<file path="config.mk">
export PLATFORM = sky130hd
export DESIGN_NAME = exc_controller
export DESIGN_NICKNAME = d
export VERILOG_FILES = /design/src/rtl/exc_controller.sv
export SDC_FILE = /design/constraint.sdc
export NUM_CORES = 1
export LEC_CHECK = 0
export ABC_CLOCK_PERIOD_IN_PS = 4400
export BUFFER_PORTS_ARGS = -buffer_cell sky130_fd_sc_hd__buf_2
export CORE_MARGIN = 2
export CORE_UTILIZATION = 54
export CTS_CLUSTER_SIZE = 30
export DETAILED_ROUTE_END_ITERATION = 16
export PLACE_DENSITY = 0.82
export SETUP_SLACK_MARGIN = 0.2
export SYNTH_ARGS = -nofsm -noshare
export SYNTH_HDL_FRONTEND = slang
export SYNTH_SLANG_ARGS = --single-unit
</file>
<file path="constraint.sdc">
create_clock -name clk -period 4.4 [get_ports clk]
set_input_delay 0.44 -clock clk [delete_from_list [all_inputs] [get_ports clk]]
set_output_delay 0.44 -clock clk [all_outputs]
set_load 0.02 [all_outputs]
</file>
<file path="src/rtl/exc_controller.sv">
// exc_controller: exception/interrupt entry controller.
//
// Latches rising edges of four external interrupt lines into a pending
// register, arbitrates them against the invalid-opcode condition, and runs a
// request/acknowledge handshake with the datapath. Entering a handler is
// tracked so a second invalid opcode inside the handler escalates to a
// terminal double-fault state that only reset leaves.
//
// Ports:
//   clk         in   clock, all state on rising edge
//   reset       in   synchronous, active-high reset
//   ExtIRQ      in   [3:0] interrupt lines (level, rising-edge triggered)
//   IrqEnable   in   [3:0] per-line delivery enable
//   NotAnInstr  in   invalid opcode in the current instruction
//   ExcAck      in   datapath acknowledge of exception entry
//   ERet        in   ERET instruction executing
//   Exc         out  registered exception request
//   EStatus     out  [3:0] registered cause code
//   InHandler   out  high in HANDLER or FAULT
//   IrqPending  out  [3:0] pending register
module exc_controller #(
  parameter logic [3:0] IRQ_BASE   = 4'b0010,
  parameter logic [3:0] FAULT_CODE = 4'b1111
) (
  input  logic       clk,
  input  logic       reset,
  input  logic [3:0] ExtIRQ,
  input  logic [3:0] IrqEnable,
  input  logic       NotAnInstr,
  input  logic       ExcAck,
  input  logic       ERet,
  output logic       Exc,
  output logic [3:0] EStatus,
  output logic       InHandler,
  output logic [3:0] IrqPending
);

  localparam logic [3:0] INSTR_CODE = 4'b0001;

  typedef enum logic [1:0] {IDLE, REQ, HANDLER, FAULT} state_t;

  state_t     state_q, state_d;
  logic [3:0] pending_q, pending_d;
  logic [3:0] prev_q;
  logic       exc_q, exc_d;
  logic [3:0] estatus_q, estatus_d;
  logic [1:0] src_q, src_d;          // index of the delivered interrupt line
  logic       src_irq_q, src_irq_d;  // 0 when the delivered cause was an invalid opcode

  logic [3:0] rise;
  logic [3:0] clr;
  logic [3:0] avail;
  logic [1:0] sel_idx;
  logic       sel_any;

  assign rise  = ExtIRQ & ~prev_q;
  // Arbitration looks at the pending value before this edge's new edges.
  assign avail = pending_q & IrqEnable;

  // Lowest-numbered available line wins: scan downward so the last hit sticks.
  always_comb begin
    sel_any = 1'b0;
    sel_idx = 2'd0;
    for (int i = 3; i >= 0; i--) begin
      if (avail[i]) begin
        sel_any = 1'b1;
        sel_idx = 2'(i);
      end
    end
  end

  always_comb begin
    state_d   = state_q;
    exc_d     = exc_q;
    estatus_d = estatus_q;
    src_d     = src_q;
    src_irq_d = src_irq_q;
    clr       = 4'b0000;

    unique case (state_q)
      IDLE: begin
        exc_d = 1'b0;
        if (NotAnInstr) begin
          exc_d     = 1'b1;
          estatus_d = INSTR_CODE;
          src_irq_d = 1'b0;
          state_d   = REQ;
        end else if (sel_any) begin
          exc_d     = 1'b1;
          estatus_d = IRQ_BASE + {2'b00, sel_idx};
          src_d     = sel_idx;
          src_irq_d = 1'b1;
          state_d   = REQ;
        end
      end
      REQ: begin
        if (ExcAck) begin
          exc_d   = 1'b0;
          state_d = HANDLER;
          if (src_irq_q) clr[src_q] = 1'b1;
        end
      end
      HANDLER: begin
        exc_d = 1'b0;
        // An invalid opcode inside the handler outranks a simultaneous ERET.
        if (NotAnInstr) begin
          exc_d     = 1'b1;
          estatus_d = FAULT_CODE;
          state_d   = FAULT;
        end else if (ERet) begin
          state_d = IDLE;
        end
      end
      FAULT: begin
        exc_d     = 1'b1;
        estatus_d = FAULT_CODE;
      end
      default: state_d = IDLE;
    endcase

    // A new edge on the line being cleared keeps the bit set.
    pending_d = (pending_q & ~clr) | rise;
  end

  always_ff @(posedge clk) begin
    // Edge history keeps tracking through reset so held-high lines stay quiet.
    prev_q <= ExtIRQ;
    if (reset) begin
      state_q   <= IDLE;
      pending_q <= 4'b0000;
      exc_q     <= 1'b0;
      estatus_q <= 4'b0000;
      src_q     <= 2'd0;
      src_irq_q <= 1'b0;
    end else begin
      state_q   <= state_d;
      pending_q <= pending_d;
      exc_q     <= exc_d;
      estatus_q <= estatus_d;
      src_q     <= src_d;
      src_irq_q <= src_irq_d;
    end
  end

  assign Exc        = exc_q;
  assign EStatus    = estatus_q;
  assign InHandler  = (state_q == HANDLER) || (state_q == FAULT);
  assign IrqPending = pending_q;

endmodule

</file>
==> reports/results.txt <==
Ports: 23
Post-cts repair resize count: 0
FF-to-FF Start: state_q[0]
Postcts setup bufs: 0
Worst Max-Slew Pin Slew: 400 ps
Starting Density: 57.4%
Nature of the critical path startpoint: register
Slew margin rel.: 73.3%
Fin nets: 135
Vias in the first global route: 676
Synthesized instance count: 92
GR Overflow Total: 0
Row Count: 14
Total negative slack: 0 ps
Post-route minimum period: 2020 ps
Via density: 5.81
Clock latency at the later pin of the worst-skew pair: 290 ps
GPL Wtd Cong: 0.807
CTS Buf Count: 3
Synthesized area: 865 µm²
Leak: 0.437 nW
FILL cells: 126
Area after DPL: 983 µm²
Reg2reg setup slack: 2640 ps
CP Class: reg2out
Worst Path Required: 3960 ps
Post-Syn Nets: 110
Die footprint: 1940 µm²
Start point of the critical path: state_q[0]
Core box area: 1510 µm²
Pwr/cell area: 489 nW/µm²
Avg Cell Area, Syn: 9.40 µm²
Unique cell type count in the Yosys netlist: 28
CTS max path bufs: 2
Most frequent CP cell: inv_1
Worst Hold End: prev_q[2]
Min-Delay Path Depth: 1
Drt first-iter violations: 12
Final core occ: 67.7%
Via count: 767
TritonCTS Sinks: 18
DIE WIDTH: 44.0 µm
CP Max Fanout: 5
DRT Pass-1 Iters: 4
Post-route cell area: 1020 µm²
Ant. Diodes: 0
Reg-to-reg endpoint: state_q[0]
Final-report hold violation count: 0
Share of synthesized area occupied by flip-flops and latches: 41.7%
Number of synthesized register bits: 18
CTS tree: done
Post-DP HPWL: 1320 µm
Setup repair after global routing missed its margin: false
WL per Instance: 12.8 µm
Root Buffer: clkbuf_4
CP max-delay cell: dfxtp_1
Max-cap violations: 0
GRT Total Usage: 20.3%
Type of the most critical hold path: in2reg
Hold slack: 253 ps
Commonest non-fill, non-tap cell in the layout: buf_2
Peak VDD IR: 0.000288 V
Setup Skew: 7.99 ps
Layout area overhead: 17.9%
Clk slew on worst S/H paths: 100 ps
Tcrit/Tclk final: 45.9%
Synth Warn #: 0
Worst path arrival time: 1580 ps
Number of hold buffers added after cts: 0
Proportion of layout cells with a drive suffix above 1: 26.7%
Setup crit end kind: output pin
Port Buf Inserts: 22
Fmax: 0.495 GHz
Post-route insts no fill: 132
DRC: 0
Total Routed Length: 1690 µm
First-pass GRT wire length: 2760 µm
Endpoints failing setup: 0
Outcome: completed
Crit-path cells: inv_1 > ha_1 > nor2_1 > inv_1 > buf_2
Htree depth: 1
Die Span Y: 44.0 µm
Most frequent cells in the layout: buf_2, dfxtp_1, a21oi_1
Initial antenna violation count: 0
Placed insts: 128
Hold wc startpoint: ExtIRQ[2]
Slew Limit Fails: 0
DRT antenna net count: 0
Largest net degree at the start of global routing: 16
Slowest cell delay on critical path: 400 ps
Worst Reg2Reg Path Length in Cells: 6
[area by class of cell]
type / instances / area (µm²) / share of cell area, %
clock buffer: 4 / 36.3 / 3.56
inverter: 7 / 26.3 / 2.58
multi-input combinational: 65 / 467 / 45.8
sequential: 18 / 360 / 35.3
tap: 16 / 20.0 / 1.96
timing repair buffer: 22 / 110 / 10.8
[routing by layer]
layer	global-route usage, %	vias to the layer above	wire [µm]
li1	-	392	-
met1	23.1	352	776
met2	32.9	19	808
met3	7.35	4	73
met4	10.9	0	35
met5	0	-	0
[critical path: cells and delay by family (launching register included)]
family	cells	cell delay, ps
adder cells (fa/ha/maj)	1	250
buffers and inverters	3	380
AND/OR/NAND/NOR	1	270
flip-flops	1	400
[registers in the layout, indices dropped and copies added, names as in the netlist]
signal / count
prev_q: 4
state_q: 2
IrqPending: 4
src_irq_q: 1
EStatus: 4
src_q: 2
Exc: 1
[worst max path at each step]
stage / end / slack [ps] / cells after the start
2_1_floorplan: EStatus[2] / 2800 / 6
3_3_place_gp: EStatus[2] / 2750 / 6
3_5_place_dp: EStatus[1] / 2670 / 6
4_1_cts: InHandler / 2370 / 5
5_1_grt: InHandler / 2240 / 5
6_report: InHandler / 2380 / 5
[cell families (layout without fill, tap and decap cells)]
| group | Yosys count | after routing | share of synthesized area (%) |
|---|---|---|---|
| compound gates | 35 | 35 | 32.0 |
| fa+ha+maj | 5 | 5 | 7.24 |
| flops | 18 | 18 | 41.7 |
| simple gates | 25 | 25 | 14.8 |
| buf+inv | 9 | 33 | 4.34 |
[where the power goes]
part	internal (mW)	switching, mW	leakage [nW]	total, mW
Combinational	0.0785	0.111	0.266	0.190
Sequential	0.191	0.0182	0.149	0.209
Clock	0.0504	0.0492	0.0210	0.0996
Total	0.320	0.179	0.437	0.499
[cell usage after synthesis]
library cell / number / area [µm²]
a211o_1: 1 / 8.76
a211oi_1: 7 / 52.6
dfxtp_1: 18 / 360
a21boi_0: 1 / 7.51
nor2b_2: 1 / 8.76
a32o_1: 1 / 10.0
nor3b_1: 1 / 7.51
nor2b_1: 2 / 12.5
nand2b_1: 4 / 25.0
buf_4: 1 / 7.51
nand2_1: 5 / 18.8
a311oi_1: 2 / 17.5
a21oi_1: 9 / 45.0
ha_1: 5 / 62.6
a211oi_2: 1 / 12.5
o21ai_0: 4 / 20.0
o311a_1: 1 / 10.0
a311oi_4: 1 / 26.3
o31ai_1: 2 / 15.0
nor2_1: 6 / 22.5
a41oi_1: 1 / 8.76
a22o_1: 2 / 17.5
inv_1: 7 / 26.3
clkbuf_1: 1 / 3.75
nor3_1: 1 / 5.00
a22oi_2: 2 / 25.0
nand4_1: 2 / 12.5
nand3_1: 3 / 15.0
[through the flow]
| step | power (mW) | setup slack, ps |
|---|---|---|
| after global placement | 0.398 | 2750 |
| after global routing | 0.537 | 2240 |
| final | 0.499 | 2380 |
| after CTS | 0.504 | 2370 |
| after detailed placement | 0.403 | 2670 |
| after floorplan | 0.353 | 2800 |
Note: power is estimated with default switching activity, not from simulation.
